File: src/rtl/key_shift_loader_pkg.sv
// klock_pkg: shared state type and beat/counter sizing helpers for the key loader.
package klock_pkg;

    typedef enum logic [1:0] {IDLE, SHIFT, FULL} state_t;

    localparam int KEY_W_DEF   = 20;
    localparam int SHIFT_W_DEF = 1;

    function automatic int nbeats(input int kw, input int sw);
        return (kw + sw - 1) / sw;
    endfunction

    // Counter must be able to hold NBEATS itself, not just NBEATS-1.
    function automatic int cnt_w(input int kw, input int sw);
        return $clog2(nbeats(kw, sw) + 1);
    endfunction

    localparam int CNT_W_DEF = cnt_w(KEY_W_DEF, SHIFT_W_DEF);

endpackage

File: src/rtl/key_shift_loader_if.sv
// key_shift_loader_if: serial key load handshake plus committed key bus and status.
interface key_shift_loader_if #(
    parameter int KEY_W   = 20,
    parameter int SHIFT_W = 1
);
    logic               load_start;
    logic               load_valid;
    logic [SHIFT_W-1:0] load_data;
    logic               load_ready;
    logic               commit;
    logic [KEY_W-1:0]   key_out;
    logic               key_valid;
    logic               busy;
    logic               err;
    logic               lockout;

    modport master (
        output load_start, load_valid, load_data, commit,
        input  load_ready, key_out, key_valid, busy, err, lockout
    );

    modport slave (
        input  load_start, load_valid, load_data, commit,
        output load_ready, key_out, key_valid, busy, err, lockout
    );
endinterface

File: src/rtl/key_shift_loader_shadow.sv
// key_shadow_reg: shadow key register with per-beat indexed write and synchronous clear.
module key_shadow_reg #(
    parameter int KEY_W   = 20,
    parameter int SHIFT_W = 1,
    parameter int CW      = 5
) (
    input  logic               clk,
    input  logic               rst_n,
    input  logic               clr,
    input  logic               we,
    input  logic [CW-1:0]      idx,
    input  logic [SHIFT_W-1:0] din,
    output logic [KEY_W-1:0]   q
);
    // Bits of the final beat beyond KEY_W simply have no storage.
    for (genvar i = 0; i < KEY_W; i++) begin : g_bit
        always_ff @(posedge clk or negedge rst_n)
            if (!rst_n)
                q[i] <= 1'b0;
            else if (clr)
                q[i] <= 1'b0;
            else if (we && idx == CW'(i / SHIFT_W))
                q[i] <= din[i % SHIFT_W];
    end
endmodule

File: src/rtl/key_shift_loader.sv
// key_shift_loader: serial key shadow load with atomic commit to the locked netlist key bus.
module key_shift_loader
    import klock_pkg::*;
#(
    parameter int               KEY_W     = 20,
    parameter int               SHIFT_W   = 1,
    parameter logic [KEY_W-1:0] KEY_RST   = '0,
    parameter int               MAX_LOADS = 4
) (
    input logic              clk,
    input logic              rst_n,
    key_shift_loader_if.slave bus
);
    localparam int NB = nbeats(KEY_W, SHIFT_W);
    localparam int CW = cnt_w(KEY_W, SHIFT_W);
    localparam int LW = MAX_LOADS > 0 ? $clog2(MAX_LOADS + 1) : 1;

    state_t           state_q, state_d;
    logic [CW-1:0]    cnt_q, cnt_d;
    logic [LW-1:0]    loads_q, loads_d;
    logic [KEY_W-1:0] key_q, key_d, shadow;
    logic             key_valid_q, key_valid_d, err_q, err_d, lock_q, lock_d, busy_q;
    logic             clr, we;

    key_shadow_reg #(.KEY_W(KEY_W), .SHIFT_W(SHIFT_W), .CW(CW)) u_shadow (
        .clk(clk), .rst_n(rst_n), .clr(clr), .we(we),
        .idx(cnt_q), .din(bus.load_data), .q(shadow)
    );

    always_comb begin
        state_d     = state_q;
        cnt_d       = cnt_q;
        loads_d     = loads_q;
        key_d       = key_q;
        key_valid_d = key_valid_q;
        err_d       = err_q;
        lock_d      = lock_q;
        clr         = 1'b0;
        we          = 1'b0;
        case (state_q)
            IDLE: begin
                if (bus.load_start) begin
                    if (lock_q) err_d = 1'b1;
                    else begin
                        state_d = SHIFT;
                        cnt_d   = '0;
                        err_d   = 1'b0;
                        clr     = 1'b1;
                    end
                end
                if (bus.commit) err_d = 1'b1;
            end
            SHIFT: begin
                if (bus.load_start) begin
                    err_d = 1'b1;
                    cnt_d = '0;
                    clr   = 1'b1;
                end else if (bus.load_valid) begin
                    we    = 1'b1;
                    cnt_d = cnt_q + 1'b1;
                    if (cnt_q == CW'(NB - 1)) state_d = FULL;
                end
                if (bus.commit) err_d = 1'b1;
            end
            FULL: begin
                // Commit wins over a simultaneous load_start, leaving err alone.
                if (bus.commit) begin
                    key_d       = shadow;
                    key_valid_d = 1'b1;
                    loads_d     = loads_q + 1'b1;
                    state_d     = IDLE;
                    if (MAX_LOADS != 0 && loads_d == LW'(MAX_LOADS)) lock_d = 1'b1;
                end else if (bus.load_start) begin
                    err_d   = 1'b1;
                    cnt_d   = '0;
                    clr     = 1'b1;
                    state_d = SHIFT;
                end
            end
            default: state_d = IDLE;
        endcase
    end

    always_ff @(posedge clk or negedge rst_n)
        if (!rst_n) begin
            state_q     <= IDLE;
            cnt_q       <= '0;
            loads_q     <= '0;
            key_q       <= KEY_RST;
            key_valid_q <= 1'b0;
            err_q       <= 1'b0;
            lock_q      <= 1'b0;
            busy_q      <= 1'b0;
        end else begin
            state_q     <= state_d;
            cnt_q       <= cnt_d;
            loads_q     <= loads_d;
            key_q       <= key_d;
            key_valid_q <= key_valid_d;
            err_q       <= err_d;
            lock_q      <= lock_d;
            busy_q      <= state_d != IDLE;
        end

    assign bus.load_ready = state_q == SHIFT;
    assign bus.key_out    = key_q;
    assign bus.key_valid  = key_valid_q;
    assign bus.err        = err_q;
    assign bus.lockout    = lock_q;
    assign bus.busy       = busy_q;
endmodule

File: src/flat_wrapper.sv
// flat-port wrapper written by rule: the top's interface ports become plain ports
module key_shift_loader_flat import klock_pkg::*;
#(
    parameter int               KEY_W     = 20,
    parameter int               SHIFT_W   = 1,
    parameter logic [KEY_W-1:0] KEY_RST   = '0,
    parameter int               MAX_LOADS = 4
)
  (clk, rst_n, bus_load_start, bus_load_valid, bus_load_data, bus_commit, bus_load_ready, bus_key_out, bus_key_valid, bus_busy, bus_err, bus_lockout);
  key_shift_loader_if #(.KEY_W(KEY_W), .SHIFT_W(SHIFT_W)) bus_i ();
  input logic clk;
  input logic rst_n;
  input wire logic [$bits(bus_i.load_start)-1:0] bus_load_start;
  input wire logic [$bits(bus_i.load_valid)-1:0] bus_load_valid;
  input wire logic [$bits(bus_i.load_data)-1:0] bus_load_data;
  input wire logic [$bits(bus_i.commit)-1:0] bus_commit;
  output wire logic [$bits(bus_i.load_ready)-1:0] bus_load_ready;
  output wire logic [$bits(bus_i.key_out)-1:0] bus_key_out;
  output wire logic [$bits(bus_i.key_valid)-1:0] bus_key_valid;
  output wire logic [$bits(bus_i.busy)-1:0] bus_busy;
  output wire logic [$bits(bus_i.err)-1:0] bus_err;
  output wire logic [$bits(bus_i.lockout)-1:0] bus_lockout;
  assign bus_i.load_start = bus_load_start;
  assign bus_i.load_valid = bus_load_valid;
  assign bus_i.load_data = bus_load_data;
  assign bus_i.commit = bus_commit;
  assign bus_load_ready = bus_i.load_ready;
  assign bus_key_out = bus_i.key_out;
  assign bus_key_valid = bus_i.key_valid;
  assign bus_busy = bus_i.busy;
  assign bus_err = bus_i.err;
  assign bus_lockout = bus_i.lockout;
  key_shift_loader #(.KEY_W(KEY_W), .SHIFT_W(SHIFT_W), .KEY_RST(KEY_RST), .MAX_LOADS(MAX_LOADS)) u_core (.clk(clk), .rst_n(rst_n), .bus(bus_i));
endmodule
File: config.mk
export PLATFORM = sky130hd
export DESIGN_NAME = key_shift_loader_flat
export DESIGN_NICKNAME = d
export VERILOG_FILES = /design/src/rtl/key_shift_loader_pkg.sv /design/src/rtl/key_shift_loader_if.sv /design/src/rtl/key_shift_loader_shadow.sv /design/src/rtl/key_shift_loader.sv /design/src/flat_wrapper.sv
export SDC_FILE = /design/constraint.sdc
export NUM_CORES = 1
export LEC_CHECK = 0
export CAP_MARGIN = 20
export CELL_PAD_IN_SITES_DETAIL_PLACEMENT = 0
export CELL_PAD_IN_SITES_GLOBAL_PLACEMENT = 2
export CORE_ASPECT_RATIO = 0.8
export CORE_MARGIN = 5
export CORE_UTILIZATION = 39
export DETAILED_ROUTE_END_ITERATION = 8
export DONT_BUFFER_PORTS = 1
export GPL_ROUTABILITY_DRIVEN = 0
export PLACE_DENSITY_LB_ADDON = 0.1
export SLEW_MARGIN = 40
export SYNTH_ARGS = -nofsm -noshare
export SYNTH_HDL_FRONTEND = slang
export SYNTH_SLANG_ARGS = --single-unit
export TNS_END_PERCENT = 20
File: constraint.sdc
create_clock -name clk -period 1.9 [get_ports clk]
set_input_delay 0.285 -clock clk [delete_from_list [all_inputs] [get_ports clk]]
set_output_delay 0.285 -clock clk [all_outputs]
set_load 0.05 [all_outputs]
Yosys cells after proc, flatten, opt, wreduce, memory -nomap -nowiden --
Cells that the tools add are included.
Word-level totals: register bits 54, output and inout port bits 25, word-level logic and storage cells 176
Operators by class: muxes and demuxes 70, equal/unequal tests 28, add/subtract/negate cells 2, reductions and logical operators 48
Operator list (count):
- 1-bit 2-to-1 mux | 53
- 2-bit nonzero test | 21
- 5-bit by 4-bit == test with 1-bit output, second input constant | 8
- 5-bit 2-to-1 mux | 6
- 5-bit by 3-bit == test with 1-bit output, second input constant | 4
- 5-bit == test, second input constant | 4
- 1-bit logical AND | 20
- 5-bit one-hot mux with 3 select lines | 1
- 2-bit 2-to-1 mux | 7
- 5-bit by 2-bit == test with 1-bit output, second input constant | 2
- 2-bit != test, second input constant | 4
- 3-bit != test, second input constant | 2
- 1-bit one-hot mux with 3 select lines | 2
- 2-bit one-hot mux with 3 select lines | 1
- 3-bit AND reduction | 2
- 6-bit AND reduction | 1
- 5-bit by 1-bit adder with 5-bit output, second input constant | 1
- 5-bit by 1-bit == test with 1-bit output, second input constant | 1
- 5-bit logical NOT | 1
- 3-bit by 1-bit adder with 3-bit output, second input constant | 1
- 3-bit == test, second input constant | 1
- 3-bit nonzero test | 1
- 2-bit by 1-bit == test with 1-bit output, second input constant | 1
- 2-bit == test, second input constant | 1
- 2 further kinds | 2

Longest topological paths before layout --
Gate-level depths: netlist of the first run.
depth after elaboration 6, depth in mapped cells 7

Cells and area by module --
Synthesis of the first run repeated with hierarchy kept, for this count alone.
Unflattened totals: cell total of the unflattened synthesis 248, area total of the unflattened synthesis 2556.2 µm²
Modules (own cells, without submodules):
- key_shift_loader | instances 1, seq. area each 850.8 µm², cells an instance 154, area each 1522.7 µm²
- key_shadow_reg | instances 1, seq. area each 500.5 µm², cells an instance 94, area each 1033.5 µm²

Least setup slack after synthesis of the first run --
No wires, ideal clock.
path kind register -> register, start register u_core.state_q[1], end register u_core.cnt_q[3], period minus slack after synthesis 1.773 ns, arrival time 1.707 ns, path slack 0.127 ns, cell stages (with the launch flop) 5, required time 1.834 ns, path through dfrtp_1 and2b_1 a221oi_2 or4_1 nand2_1
On the way: cells in the longest elaborated chain, start to end 3, elaborated cells on any way between the ends 11, classes of those cells eq/ne (7); mux (1); reduce/logical (3)
RTL lines:
- start: declaration | RTL line key_shift_loader.sv:18 | state_t state_q, state_d;
- start signal: assignment | RTL line key_shift_loader.sv:95 | state_q <= state_d;
- 2-bit by 1-bit == test with 1-bit output *
- net bus_load_ready | RTL line flat_wrapper.sv:17 | output wire logic [$bits(bus_i.load_ready)-1:0] bus_load_ready;
- 3-bit != test (no line) / 3-bit nonzero test (equally long branches)
- 6-bit AND reduction (no line)
- end signal: assignment | RTL line key_shift_loader.sv:96 | cnt_q <= cnt_d;
- end: declaration | RTL line key_shift_loader.sv:19 | logic [CW-1:0] cnt_q, cnt_d;
The timed path passes the listed nets; every way through them passes the cells marked *. A chain may end at the register's enable or synchronous reset.

Worst setup path in the final report of the first run --
start register u_core.state_q[1], end output bus_load_ready
On the way: cells in the longest elaborated chain, start to end 1
RTL lines:
- 2-bit by 1-bit == test with 1-bit output | RTL line key_shift_loader.sv:105 | assign bus.load_ready = state_q == SHIFT;
- end: declaration | RTL line flat_wrapper.sv:17
No other way between the ends.

==> impl.org, run 1 <==
** Outcome
- Run status :: finished, final reports clean

** Cells and area
- Multi-input combinational cell area :: 0.00112 mm^2
- Area used by sequential logic in the layout :: 0.00135 mm^2
- Non-filler cells in the finished layout :: 368
- Relative to the synthesized area, the layout overhead comes to 10.9%.
- Of the cells placed in the final design, the portion with a size suffix greater than 1 is 0.109.
- Measured on the finished design, the core utilization comes to 0.446.
- With fillers left out, the area of the finished cells amounts to 0.00286 mm^2.
- Counting the fill cells in the layout gives 611.
- Number of nets in the final layout :: 296
- The repair_antennas step left the layout with diodes totalling 0.

** Floorplanning
- Overall die width :: 101 um
- 31 I/O pins were placed.
- In this run the standard cell core region covers 0.00641 mm^2.
- Die outline area :: 0.00833 mm^2
- In this run the core area contains 26 standard-cell rows.
- For this configuration, the core starts out at a cell density of 0.402.
- Die span in y :: 82.7 um

** Pwr
- In this run the power density over the cells is 726 mW/mm^2.
- IR analysis of the VDD net gives a maximum drop of 0.448 mV.
- Static leakage power :: 1.38 nW
- Final total power :: 2.07 mW

** Worst setup path
- For flop-to-flop paths, the worst setup slack is 0.26 ns.
- Along the worst path, the maximum fanout reaches 10.
- The worst setup path is captured at an output pin.
- Startpoint of the lowest-slack register-to-register path :: u_core.state_q[0]$_DFF_PN0_
- Worst setup path endpoint :: bus_load_ready
- Startpoint of the most critical setup path :: u_core.state_q[1]$_DFF_PN0_
- Startpoint type of the worst setup path :: register
- Data on the critical path arrives at its endpoint at 1.39 ns.
- The worst setup path is of the reg2out kind.
- STA puts the critical path data required time at 1.62 ns.
- R2R cell count :: 5
- The endpoint identified for the worst register-to-register timing path is u_core.u_shadow.q[3]$_DFFE_PN0P_.

** Synth
- In the synthesized netlist the dominant register cell turns out to be sky130_fd_sc_hd__dfrtp_1.
- Synth area leader :: sky130_fd_sc_hd__dfrtp_1
- Post-synthesis area per instance :: 9.19 um^2
- Post-synth net total :: 293
- Post-synth ARST share :: 1.00
- Share of the synthesized area in the top cell type :: 0.525
- Most used standard cell by instance count after synthesis :: sky130_fd_sc_hd__nand2_1
- After synthesis, the cell types taking the most area are sky130_fd_sc_hd__dfrtp_1, sky130_fd_sc_hd__nand2_1, sky130_fd_sc_hd__nand3_1.
- Area of the mapped netlist :: 0.00257 mm^2
- Share of the yosys chip area belonging to registers :: 0.525
- Number of synthesized flops with an enable pin :: 0
- Post-Synthesis Cells :: 280
- Number of synthesis warnings :: 0
- The synthesized design contains 54 register bits.
- Post-synth cell types :: 37
- Ranked by instance count, the synthesized netlist is headed by sky130_fd_sc_hd__nand2_1, sky130_fd_sc_hd__dfrtp_1, sky130_fd_sc_hd__nand3_1, sky130_fd_sc_hd__a21oi_1, sky130_fd_sc_hd__clkbuf_1.

** Clock tree
- Post-CTS Resized :: 0
- Buffer cell driving the clock tree root :: sky130_fd_sc_hd__clkbuf_8
- Clock-pin slew was measured on the worst setup and hold paths at 0.10 ns.
- CTS max path bufs :: 2
- The H-tree was split into 2 levels.
- Clk Latency, worst-skew pair :: 0.30 ns
- For this design, the sink count on the clock tree is 54.
- TritonCTS created 5 clock buffers.
- CTS tree :: built

** STA
- Final hold analysis gives a worst-case slack of 0.0708 ns.
- Slew margin rel. :: 0.673
- Setup Viol. Count Final :: 0
- Clock skew on the completed layout was measured at 0.00631 ns.
- Setup repair after global routing missed its margin :: false
- At the pin with the least slew margin, the transition time is 0.484 ns.
- Setup TNS :: 0 ns
- Maximum clock frequency :: 0.597 GHz
- Clock period minus final worst setup slack :: 1.68 ns
- Number of hold violations in the final report :: 0
- Of the available clock period, the critical path in the final layout requires 0.882.
- The final max-slew violation count is 0.
- Across all setup checks in the final design, the least slack found is 0.224 ns.

** Min path
- Hold Crit Start :: bus_commit
- The path class of the tightest hold or removal check is in2reg.

** Route
- In this run the remaining antenna-violating nets after routing total 0.
- The final layout contains routed wiring with a total length of 5660 um.
- In the final routed layout, each cell accounts on average for 15.4 um.
- Using the TritonRoute via totals, the vias-per-cell ratio works out to 5.00.
- Starting DRT DRC Count :: 135
- In the routed design, unresolved DRC markers number 0.
- Pre-Repair DR Iteration Count :: 4
- The routed layout has 1839 vias.

** Placement
- Pre-CTS worst setup slack :: 0.263 ns
- Summed over all nets, the half-perimeter wirelength after detailed placement is 3820 um.
- Area after detailed placement :: 0.00271 mm^2
- Port-buffer cells :: 0
- After detailed placement, the design holds a cell count of 358.

** Global route
- Antenna violations before repair :: 0
- Number of global-route vias before repair :: 1739
- Wire length of the first global-routing pass :: 9330 um
- Total congestion overflow after global routing :: 0
- Entering global routing, the biggest net connects 55 pins.
- In the global route stage, overall resource usage came out at 0.144.

** Flow run
- The tool flagged a number of max-cap violations equal to 0.
-- power by group --
group | switching, mW | internal, mW | total (mW)
Clock | 0.366 | 0.335 | 0.701
Combinational | 0.101 | 0.0704 | 0.172
Sequential | 0.0365 | 1.16 | 1.20
-- repair_timing --
item,4_1_cts,5_1_grt
setup buffers,0,0
hold buffers,2,0
hold endpoints to repair,54,0
-- worst min path at each step --
stage / endpoint / depth (start not counted)
global placement: u_core.cnt_q[4]$_DFFE_PN0P_ / 0
floorplan: u_core.bus.busy$_DFF_PN0_ / 0
global route: u_core.state_q[1]$_DFF_PN0_ / 1
CTS: u_core.state_q[1]$_DFF_PN0_ / 1
finish: u_core.state_q[1]$_DFF_PN0_ / 1
detailed placement: u_core.bus.key_out[15]$_DFFE_PN0P_ / 0
-- sequential cells by signal (all words and copies together) (netlist names) --
| register | flops |
|---|---|
| u_core.bus.key_valid | 1 |
| u_core.cnt_q | 5 |
| u_core.loads_q | 3 |
| u_core.bus.busy | 1 |
| u_core.u_shadow.q | 20 |
| u_core.bus.err | 1 |
| u_core.state_q | 2 |
| u_core.bus.key_out | 20 |
| u_core.bus.lockout | 1 |
-- per-layer routing --
metal / part of all wire / up-vias / wire length (um) / track usage
li1: - / 938 / - / -
met1: 0.53 / 867 / 2990 / 0.215
met2: 0.42 / 32 / 2360 / 0.212
met3: 0.050 / 2 / 282 / 0.0344
met4: 0.0048 / 0 / 27 / 0.0242
met5: 0 / - / 0 / 0
-- cell usage in the layout (no fill, tap or decap), types with 2 or more instances in the layout --
cell type,n
sky130_fd_sc_hd__nor2b_1,3
sky130_fd_sc_hd__dfrtp_1,54
sky130_fd_sc_hd__nor2_1,8
sky130_fd_sc_hd__mux2i_1,6
sky130_fd_sc_hd__buf_4,13
sky130_fd_sc_hd__and4b_1,2
sky130_fd_sc_hd__and2b_1,2
sky130_fd_sc_hd__clkbuf_8,7
sky130_fd_sc_hd__nand2b_1,2
sky130_fd_sc_hd__and4bb_2,3
sky130_fd_sc_hd__xnor2_1,2
sky130_fd_sc_hd__ha_1,7
sky130_fd_sc_hd__nor3b_1,2
sky130_fd_sc_hd__nor4b_1,4
sky130_fd_sc_hd__nand4_1,4
sky130_fd_sc_hd__nand3_1,18
sky130_fd_sc_hd__inv_1,6
sky130_fd_sc_hd__a21oi_1,16
sky130_fd_sc_hd__and3_1,2
sky130_fd_sc_hd__o21ai_0,5
sky130_fd_sc_hd__nand2_1,98
-- worst max-delay path: stages, from the launching register on --
cell and delay, ns:
sky130_fd_sc_hd__dfrtp_1 0.51, sky130_fd_sc_hd__and2b_1 0.35, sky130_fd_sc_hd__buf_4 0.23
-- logic make-up after synthesis --
family | Yosys count | share of synthesized area
flip-flops | 54 | 0.525
AO/OA/AOI/OAI | 29 | 0.0710
multiplexers | 6 | 0.0233
adder cells (fa/ha/maj) | 7 | 0.0340
XOR/XNOR | 3 | 0.0102
buffers and inverters | 26 | 0.0438
AND/OR/NAND/NOR | 155 | 0.293
-- layout make-up --
| cell class | count | share of cell area |
|---|---|---|
| Clock inverter | 1 | 0.00307 |
| Timing Repair Buffer | 16 | 0.0543 |
| Tap cell | 84 | 0.0368 |
| Inverter | 6 | 0.00789 |
| Clock buffer | 7 | 0.0337 |
| Sequential cell | 54 | 0.473 |
| Multi-Input combinational cell | 200 | 0.391 |
No activity file was read; power rests on OpenSTA's default activity.
==> inputs of run 2 (changes only) <==
--- a/config.mk
+++ b/config.mk
@@ -11,6 +11,7 @@
 export CORE_ASPECT_RATIO = 0.8
 export CORE_MARGIN = 5
 export CORE_UTILIZATION = 39
+export CTS_BUF_LIST = sky130_fd_sc_hd__clkbuf_16
 export DETAILED_ROUTE_END_ITERATION = 8
 export DONT_BUFFER_PORTS = 1
 export GPL_ROUTABILITY_DRIVEN = 0
==> run 2 against run 1 <==
Compared with the run above: via count grew 0.38%; maximum frequency grew 0.85%; sequential share of layout area is 0.59 points lower; wire length is 1.5% higher; utilization grew 0.57 points; die area did not move.
==> impl.org, run 2 (same netlist as run 1, synthesis figures left out) <==
** Cells and area
- Multi-input combinational cell area :: 0.00112 mm^2 (unchanged)
- Number of nets in the final layout :: 296 (unchanged)
- Commonest cells after routing, fill and taps aside: sky130_fd_sc_hd__nand2_1, sky130_fd_sc_hd__dfrtp_1, sky130_fd_sc_hd__nand3_1 (unchanged).
- The most common cell after layout, fill and taps aside is sky130_fd_sc_hd__nand2_1 (unchanged).
- Area used by sequential logic in the layout :: 0.00135 mm^2 (unchanged)
- Non-filler cells in the finished layout :: 368 (unchanged)
- Antenna diode count :: 0 (unchanged)
- Final standard cell utilization of the core :: 0.451 (was 0.446)
- Signed area change from the synthesized netlist to the final layout :: 12.3% (was 10.9%)
- Fill cell total of the finished layout :: 614 (was 611)
- Layout cells sized above 1 :: 0.102 (was 0.109)

** STA
- Number of hold violations in the final report :: 0 (unchanged)
- Slew margin rel. :: 0.666 (was 0.673)
- The maximum frequency from static timing analysis is 0.602 GHz (was 0.597 GHz).
- Final Skew :: 0.00352 ns (was 0.00631 ns)
- Setup TNS :: 0 ns (unchanged)
- The setup-violating endpoint count in the final report was 0 (unchanged).
- The setup slack after layout was 0.238 ns (was 0.224 ns).
- The part of the cycle the worst path needs came to 0.875 (was 0.882).
- Clock period minus final worst setup slack :: 1.66 ns (was 1.68 ns)
- Tightest Pin Transition :: 0.494 ns (was 0.484 ns)
- The final max-slew violation count came to 0 (unchanged).
- Setup repair after global routing missed its margin: false (unchanged).

** Worst setup path
- The number of cells on the critical path is 2 (unchanged).
- Critical path's largest stage delay :: 0.50 ns (was 0.51 ns)
- R2R cell count :: 5 (unchanged)
- Reg-to-reg setup timing slack :: 0.25 ns (was 0.26 ns)
- The cell at the slowest stage of the critical path was sky130_fd_sc_hd__dfrtp_1 (unchanged).
- Required @ worst endpoint :: 1.62 ns (about the same)
- Crit path capture type :: output pin (unchanged)
- CP Cell Sequence :: and2b_1 -> buf_4 (unchanged)
- WP data arrival :: 1.38 ns (was 1.39 ns)
- The gate family responsible for the most delay along the worst path was flip-flops (unchanged).
- The highest fanout seen on the critical path is 10 (unchanged).
- The critical path class is reg2out (unchanged).
- Startpoint type of the worst setup path :: register (unchanged)
- WP buf/inv :: 1 (unchanged)

** Global route
- The first-pass GRT wire length came to 9450 um (was 9330 um).
- Antenna violations before repair :: 0 (unchanged)
- Number of global-route vias before repair :: 1748 (was 1739)
- Largest net degree at the start of global routing :: 55 (unchanged)
- The global routing usage summed across all routing layers is 0.146 (was 0.144).
- Total congestion overflow after global routing :: 0 (unchanged)

** Floorplanning
- Ports placed on the boundary :: 31 (unchanged)
- Overall die width :: 101 um (unchanged)
- Placeable core region :: 0.00641 mm^2 (unchanged)
- Starting utilization of the core area :: 0.402 (unchanged)
- # rows :: 26 (unchanged)
- Die span in y :: 82.7 um (unchanged)
- The area of the die was 0.00833 mm^2 (unchanged).

** Clock tree
- CTS tree :: built (unchanged)
- Clock sinks :: 54 (unchanged)
- Post-CTS Setup Repair Bufs :: 0 (unchanged)
- Post-CTS Resized :: 0 (unchanged)
- Clock transition at the register clock pins on the worst setup and hold paths after CTS :: 0.07 ns (was 0.10 ns)
- The CTS buffer count is 5 (unchanged).
- Number of buffers inserted for hold repair after clock tree synthesis :: 2 (unchanged)
- The number of buffers on the longest clock path was 2 (unchanged).
- The CTS root buffer was sky130_fd_sc_hd__clkbuf_16 (was sky130_fd_sc_hd__clkbuf_8).
- The insertion delay of the later-clocked pin in the worst-skew pair was 0.29 ns (was 0.30 ns).
- Count of H-tree levels built during CTS :: 2 (unchanged)

** Pwr
- The post-route total power is 2.26 mW (was 2.07 mW).
- Static leakage power :: 1.40 nW (was 1.38 nW)
- Power density over the cells :: 782 mW/mm^2 (was 726 mW/mm^2)
- The maximum VDD drop was 0.583 mV (was 0.448 mV).

** Min path
- Hold Crit Class :: in2reg (unchanged)
- Number of cells on the worst hold path :: 1 (unchanged)

** Route
- The antenna violation net count after detailed routing was 0 (unchanged).
- Pre-Repair DR Iteration Count :: 5 (was 4)
- The DRC violation count after routing was 0 (unchanged).
- The detailed router's first-iteration violation count was 121 (was 135).
- Vias :: 1846 (was 1839)
- The per-cell via count in the routed design was 5.02 (was 5.00).
- Avg WL per Cell :: 15.6 um (was 15.4 um)
- Final WL :: 5740 um (was 5660 um)

** Flow run
- The number of violations of the max-capacitance limit came to 0 (unchanged).

** Placement
- The count of buffers inserted at the top-level ports was 0 (unchanged).
- The pre-CTS setup slack was 0.263 ns (unchanged).
- The half-perimeter wire length after placement came to 3820 um (unchanged).
- The post-placement cell count came to 358 (unchanged).

** Outcome
- Run status: finished, final reports clean (unchanged).
==> run 2: worst paths after layout <==
| check | startpoint | endpoint |
|---|---|---|
| min in group asynchronous | rst_n | u_core.bus.lockout$_DFFE_PN0P_ |
| min reg2reg | u_core.u_shadow.q[16]$_DFFE_PN0P_ | u_core.bus.key_out[16]$_DFFE_PN0P_ |
| max reg2reg | u_core.state_q[0]$_DFF_PN0_ | u_core.u_shadow.q[5]$_DFFE_PN0P_ |
| max | u_core.state_q[1]$_DFF_PN0_ | bus_load_ready |
| min | bus_commit | u_core.state_q[1]$_DFF_PN0_ |
| max in group asynchronous | rst_n | u_core.loads_q[2]$_DFFE_PN0P_ |
==> run 2: layout make-up <==
class,count,share of cell area
flip-flops and latches,54,0.467
multi-input cells,200,0.386
repair buffers,16,0.0537
clock buffers,5,0.0433
well taps,84,0.0363
inverters,6,0.00779
clock inverters,3,0.00563
==> run 2: worst register-to-register path, stage by stage (launching register included) <==
cell and delay, ns:
sky130_fd_sc_hd__dfrtp_1 0.55, sky130_fd_sc_hd__nor4bb_2 0.50, sky130_fd_sc_hd__buf_4 0.29, sky130_fd_sc_hd__nand2_1 0.07
sky130_fd_sc_hd__nand2_1 0.06, sky130_fd_sc_hd__a21oi_1 0.06
==> run 2: stage by stage <==
step,area (um^2),hold WS (ns)
after floorplan,2570,-0.0106
after global placement,2710,-0.00929
after detailed placement,2710,-0.00910
after CTS,2890,0.0774
after global routing,2890,0.0861
final,2890,0.0878
==> run 2: layer usage <==
metal	GRT usage	vias to the layer above	share of wire
li1	-	941	-
met1	0.217	860	0.52
met2	0.213	40	0.42
met3	0.0369	5	0.051
met4	0.0323	0	0.0082
met5	0	-	0
==> run 2: where the power goes <==
part / internal, mW / switching [mW] / leakage (nW)
clock: 0.483 / 0.405 / 0.0689
combinational: 0.0704 / 0.102 / 0.592
sequential: 1.16 / 0.0365 / 0.738
==> inputs of run 3 (changes only) <==
--- a/config.mk
+++ b/config.mk
@@ -10,7 +10,7 @@
 export CELL_PAD_IN_SITES_GLOBAL_PLACEMENT = 2
 export CORE_ASPECT_RATIO = 0.8
 export CORE_MARGIN = 5
-export CORE_UTILIZATION = 39
+export CORE_UTILIZATION = 35
 export CTS_BUF_LIST = sky130_fd_sc_hd__clkbuf_16
 export DETAILED_ROUTE_END_ITERATION = 8
 export DONT_BUFFER_PORTS = 1
==> constraint.sdc (replaced) <==
create_clock -name clk -period 1.35 [get_ports clk]
set_input_delay 0.2025 -clock clk [delete_from_list [all_inputs] [get_ports clk]]
set_output_delay 0.2025 -clock clk [all_outputs]
set_load 0.05 [all_outputs]
==> run 3 against run 2 <==
Compared with the run above: the run now ends with hold timing, setup timing left; worst hold slack got worse by 0.49 ns; global-route usage rose by 0.21 points; via count rose by 8.0%; critical endpoint is now u_core.cnt_q[3]$_DFFE_PN0P_; sequential share of layout area fell by 5.4 points; register-to-register slack got worse by 0.37 ns; count of clock-buffer cells in the layout did not move; utilization fell by 0.099 points.
==> impl.org, run 3 (same netlist as run 1, synthesis figures left out) <==
** Worst setup path
- R2R cell count :: 5 (unchanged)
- Required @ worst endpoint :: 1.58 ns (was 1.62 ns)
- Crit path capture type :: register (was output pin)
- Reg-to-reg setup timing slack :: -0.12 ns (was 0.25 ns)
- Maximum net fanout on the critical path :: 7 (was 10)
- WP data arrival :: 1.70 ns (was 1.38 ns)
- Startpoint type of the worst setup path :: register (unchanged)
- Crit Reg-Reg Endpoint :: u_core.cnt_q[3]$_DFFE_PN0P_ (was u_core.u_shadow.q[5]$_DFFE_PN0P_)
- The critical path class is reg2reg (was reg2out).
- Startpoint of the lowest-slack register-to-register path :: u_core.state_q[1]$_DFF_PN0_ (was u_core.state_q[0]$_DFF_PN0_)

** Clock tree
- The CTS buffer count was 5 (unchanged).
- The CTS root buffer was sky130_fd_sc_hd__clkbuf_16 (unchanged).
- CTS max path bufs :: 2 (unchanged)
- Clock sinks :: 54 (unchanged)
- The insertion delay of the later-clocked pin in the worst-skew pair came to 0.29 ns (about the same).
- The clock tree from TritonCTS is built (unchanged).
- Clock transition at the register clock pins on the worst setup and hold paths after CTS :: 0.07 ns (about the same)
- Count of H-tree levels built during CTS :: 2 (unchanged)

** STA
- Final Skew :: 0.00327 ns (was 0.00352 ns)
- Timing would allow up to 0.681 GHz.
- The setup TNS is -1.90 ns (was 0 ns).
- For the finished layout, the period the worst path requires is 1.47 ns.
- Dividing the final minimum period by the clock period gives 1.09.
- The final max-slew violation count was 0 (unchanged).
- The transition time at the pin with the least slew margin came to 0.485 ns (was 0.494 ns).
- Setup repair after global routing missed its margin: true (was false).
- The final hold violation count was 54 (was 0).
- The worst slew slack as a fraction of its limit came to 0.677 (was 0.666).
- Worst-case hold slack :: -0.401 ns (was 0.0878 ns)
- Setup Viol. Count Final :: 26 (was 0)
- Post-route worst setup slack :: -0.118 ns (was 0.238 ns)

** Route
- The total detailed-routing wirelength is 6110 um (was 5740 um).
- Post-detailed-route count of antenna-violating nets :: 0 (unchanged)
- Avg WL per Cell :: 14.9 um (was 15.6 um)
- Pre-Repair DR Iteration Count :: 4 (was 5)
- Starting DRT DRC Count :: 71 (was 121)
- Vias :: 1994 (was 1846)
- The per-cell via count in the routed design came to 4.88 (was 5.02).
- The DRC violation count after routing is 0 (unchanged).

** Floorplanning
- Die span in y :: 86.7 um (was 82.7 um)
- The count of boundary I/O pins is 31 (unchanged).
- The area of the core came to 0.00729 mm^2 (was 0.00641 mm^2).
- Starting utilization of the core area :: 0.353 (was 0.402)
- The number of cell rows is 28 (was 26).
- The die outline width is 106 um (was 101 um).
- The area of the die is 0.00918 mm^2 (was 0.00833 mm^2).

** Pwr
- Sequential group share of total power :: 0.507 (was 0.531)
- Internal Power :: 2.51 mW (was 1.72 mW)
- The switching power total is 0.796 mW (was 0.544 mW).
- The share of total power in combinational logic was 0.100 (was 0.076).
- The cell leakage power is 1.62 nW (was 1.40 nW).
- Portion of total power attributed to the clock network :: 0.393 (about the same)
- Switching share of power :: 0.241 (about the same)
- The power density over the cells came to 1010 mW/mm^2 (was 782 mW/mm^2).
- Largest voltage drop on the vdd net :: 0.471 mV (was 0.583 mV)

** Placement
- Area after detailed placement :: 0.00303 mm^2 (was 0.00271 mm^2)
- The half-perimeter wire length after placement was 4060 um (was 3820 um).
- The count of buffers inserted at the top-level ports is 0 (unchanged).
- Pre-CTS worst setup slack :: -0.149 ns (was 0.263 ns)

** Global route
- Total congestion overflow after global routing :: 0 (unchanged)
- Wire length of the first global-routing pass :: 10800 um (was 9450 um)
- Global-route usage over all layers :: 0.148 (was 0.146)
- The via count of the first global-routing pass was 2096 (was 1748).
- Largest net degree at the start of global routing :: 55 (unchanged)
- Antenna violations before repair :: 0 (unchanged)

** Outcome
- Violated checks :: hold timing, setup timing
- Run status :: complete, but fails checks (was finished, final reports clean)

** Cells and area
- Area of all placed cells without fillers :: 0.00328 mm^2 (was 0.00289 mm^2)
- Commonest cells after routing, fill and taps aside: sky130_fd_sc_hd__nand2_1, sky130_fd_sc_hd__dfrtp_1, sky130_fd_sc_hd__buf_4 (was sky130_fd_sc_hd__nand2_1, sky130_fd_sc_hd__dfrtp_1, sky130_fd_sc_hd__nand3_1).
- Fill cell total of the finished layout :: 729 (was 614)
- Antenna diode count :: 0 (unchanged)
- The layout cell share with drive strength beyond 1 came to 0.254 (was 0.102).
- Final standard cell utilization of the core :: 0.450 (was 0.451)
- Area used by sequential logic in the layout :: 0.00136 mm^2 (was 0.00135 mm^2)
- Multi-input combinational cell area :: 0.00118 mm^2 (was 0.00112 mm^2)
- The most common cell after layout, fill and taps aside is sky130_fd_sc_hd__nand2_1 (unchanged).
- The signed area change from the synthesized netlist to the final layout is 27.5% (was 12.3%).
- Number of nets in the final layout :: 331 (was 296)

** Min path
- The class of the worst hold path is in2async (was in2reg).

** Flow run
- The number of violations of the max-capacitance limit is 0 (unchanged).
## run 3: final cells by class
type                       count  share of cell area
clock inverter                 3             0.00610
tap                           90              0.0343
clock buffer                   5              0.0381
sequential                    54               0.413
inverter                       6             0.00686
multi-input combinational    200               0.360
timing repair buffer          51               0.141
## run 3: worst max-delay path by stage
| stage | startpoint | endpoint | slack [ns] | cells after the start |
|---|---|---|---|---|
| final | u_core.state_q[1]$_DFF_PN0_ | u_core.cnt_q[3]$_DFFE_PN0P_ | -0.12 | 5 |
| after global routing | u_core.state_q[1]$_DFF_PN0_ | u_core.u_shadow.q[18]$_DFFE_PN0P_ | -0.21 | 6 |
| after CTS | u_core.state_q[1]$_DFF_PN0_ | u_core.u_shadow.q[18]$_DFFE_PN0P_ | -0.12 | 6 |
| after detailed placement | u_core.state_q[0]$_DFF_PN0_ | u_core.cnt_q[3]$_DFFE_PN0P_ | -0.15 | 3 |
| after global placement | u_core.state_q[0]$_DFF_PN0_ | u_core.cnt_q[3]$_DFFE_PN0P_ | -0.12 | 3 |
| after floorplan | u_core.state_q[1]$_DFF_PN0_ | u_core.cnt_q[3]$_DFFE_PN0P_ | -0.16 | 4 |
## run 3: per-layer routing
metal | global-route usage | share of wire
met1 | 0.224 | 0.54
met2 | 0.218 | 0.42
met3 | 0.0305 | 0.035
met4 | 0.0353 | 0.0047
met5 | 0 | 0
## run 3: power by group through the flow
stage	Clock [mW]	Sequential, mW	Combinational, mW
4_1_cts	1.34	1.67	0.327
6_report	1.30	1.68	0.331
5_1_grt	1.42	1.68	0.361
3_3_place_gp	0	1.71	0.293
2_1_floorplan	0	1.70	0.184
3_5_place_dp	0	1.71	0.293
## run 3: repair_timing
| action | 4_1_cts | 5_1_grt |
|---|---|---|
| endpoints found under the hold margin | 54 | 54 |
| resized for setup | 12 | 11 |
| pin swaps | 5 | 2 |
| setup endpoints to repair | 26 | 44 |
| buffers inserted | 4 | 0 |
## run 3: stage by stage
| step | std cells | power [mW] |
|---|---|---|
| floorplan | 280 | 1.89 |
| global placement | 397 | 2.00 |
| detailed placement | 397 | 2.00 |
| CTS | 409 | 3.34 |
| global route | 409 | 3.46 |
| finish | 409 | 3.31 |
## run 3: critical path, stage by stage, from the launching register on
cell and delay [ns]:
sky130_fd_sc_hd__dfrtp_2 0.39, sky130_fd_sc_hd__buf_4 0.15, sky130_fd_sc_hd__and4bb_1 0.25, sky130_fd_sc_hd__a221oi_4 0.05
sky130_fd_sc_hd__or4_1 0.50, sky130_fd_sc_hd__nand2_1 0.07
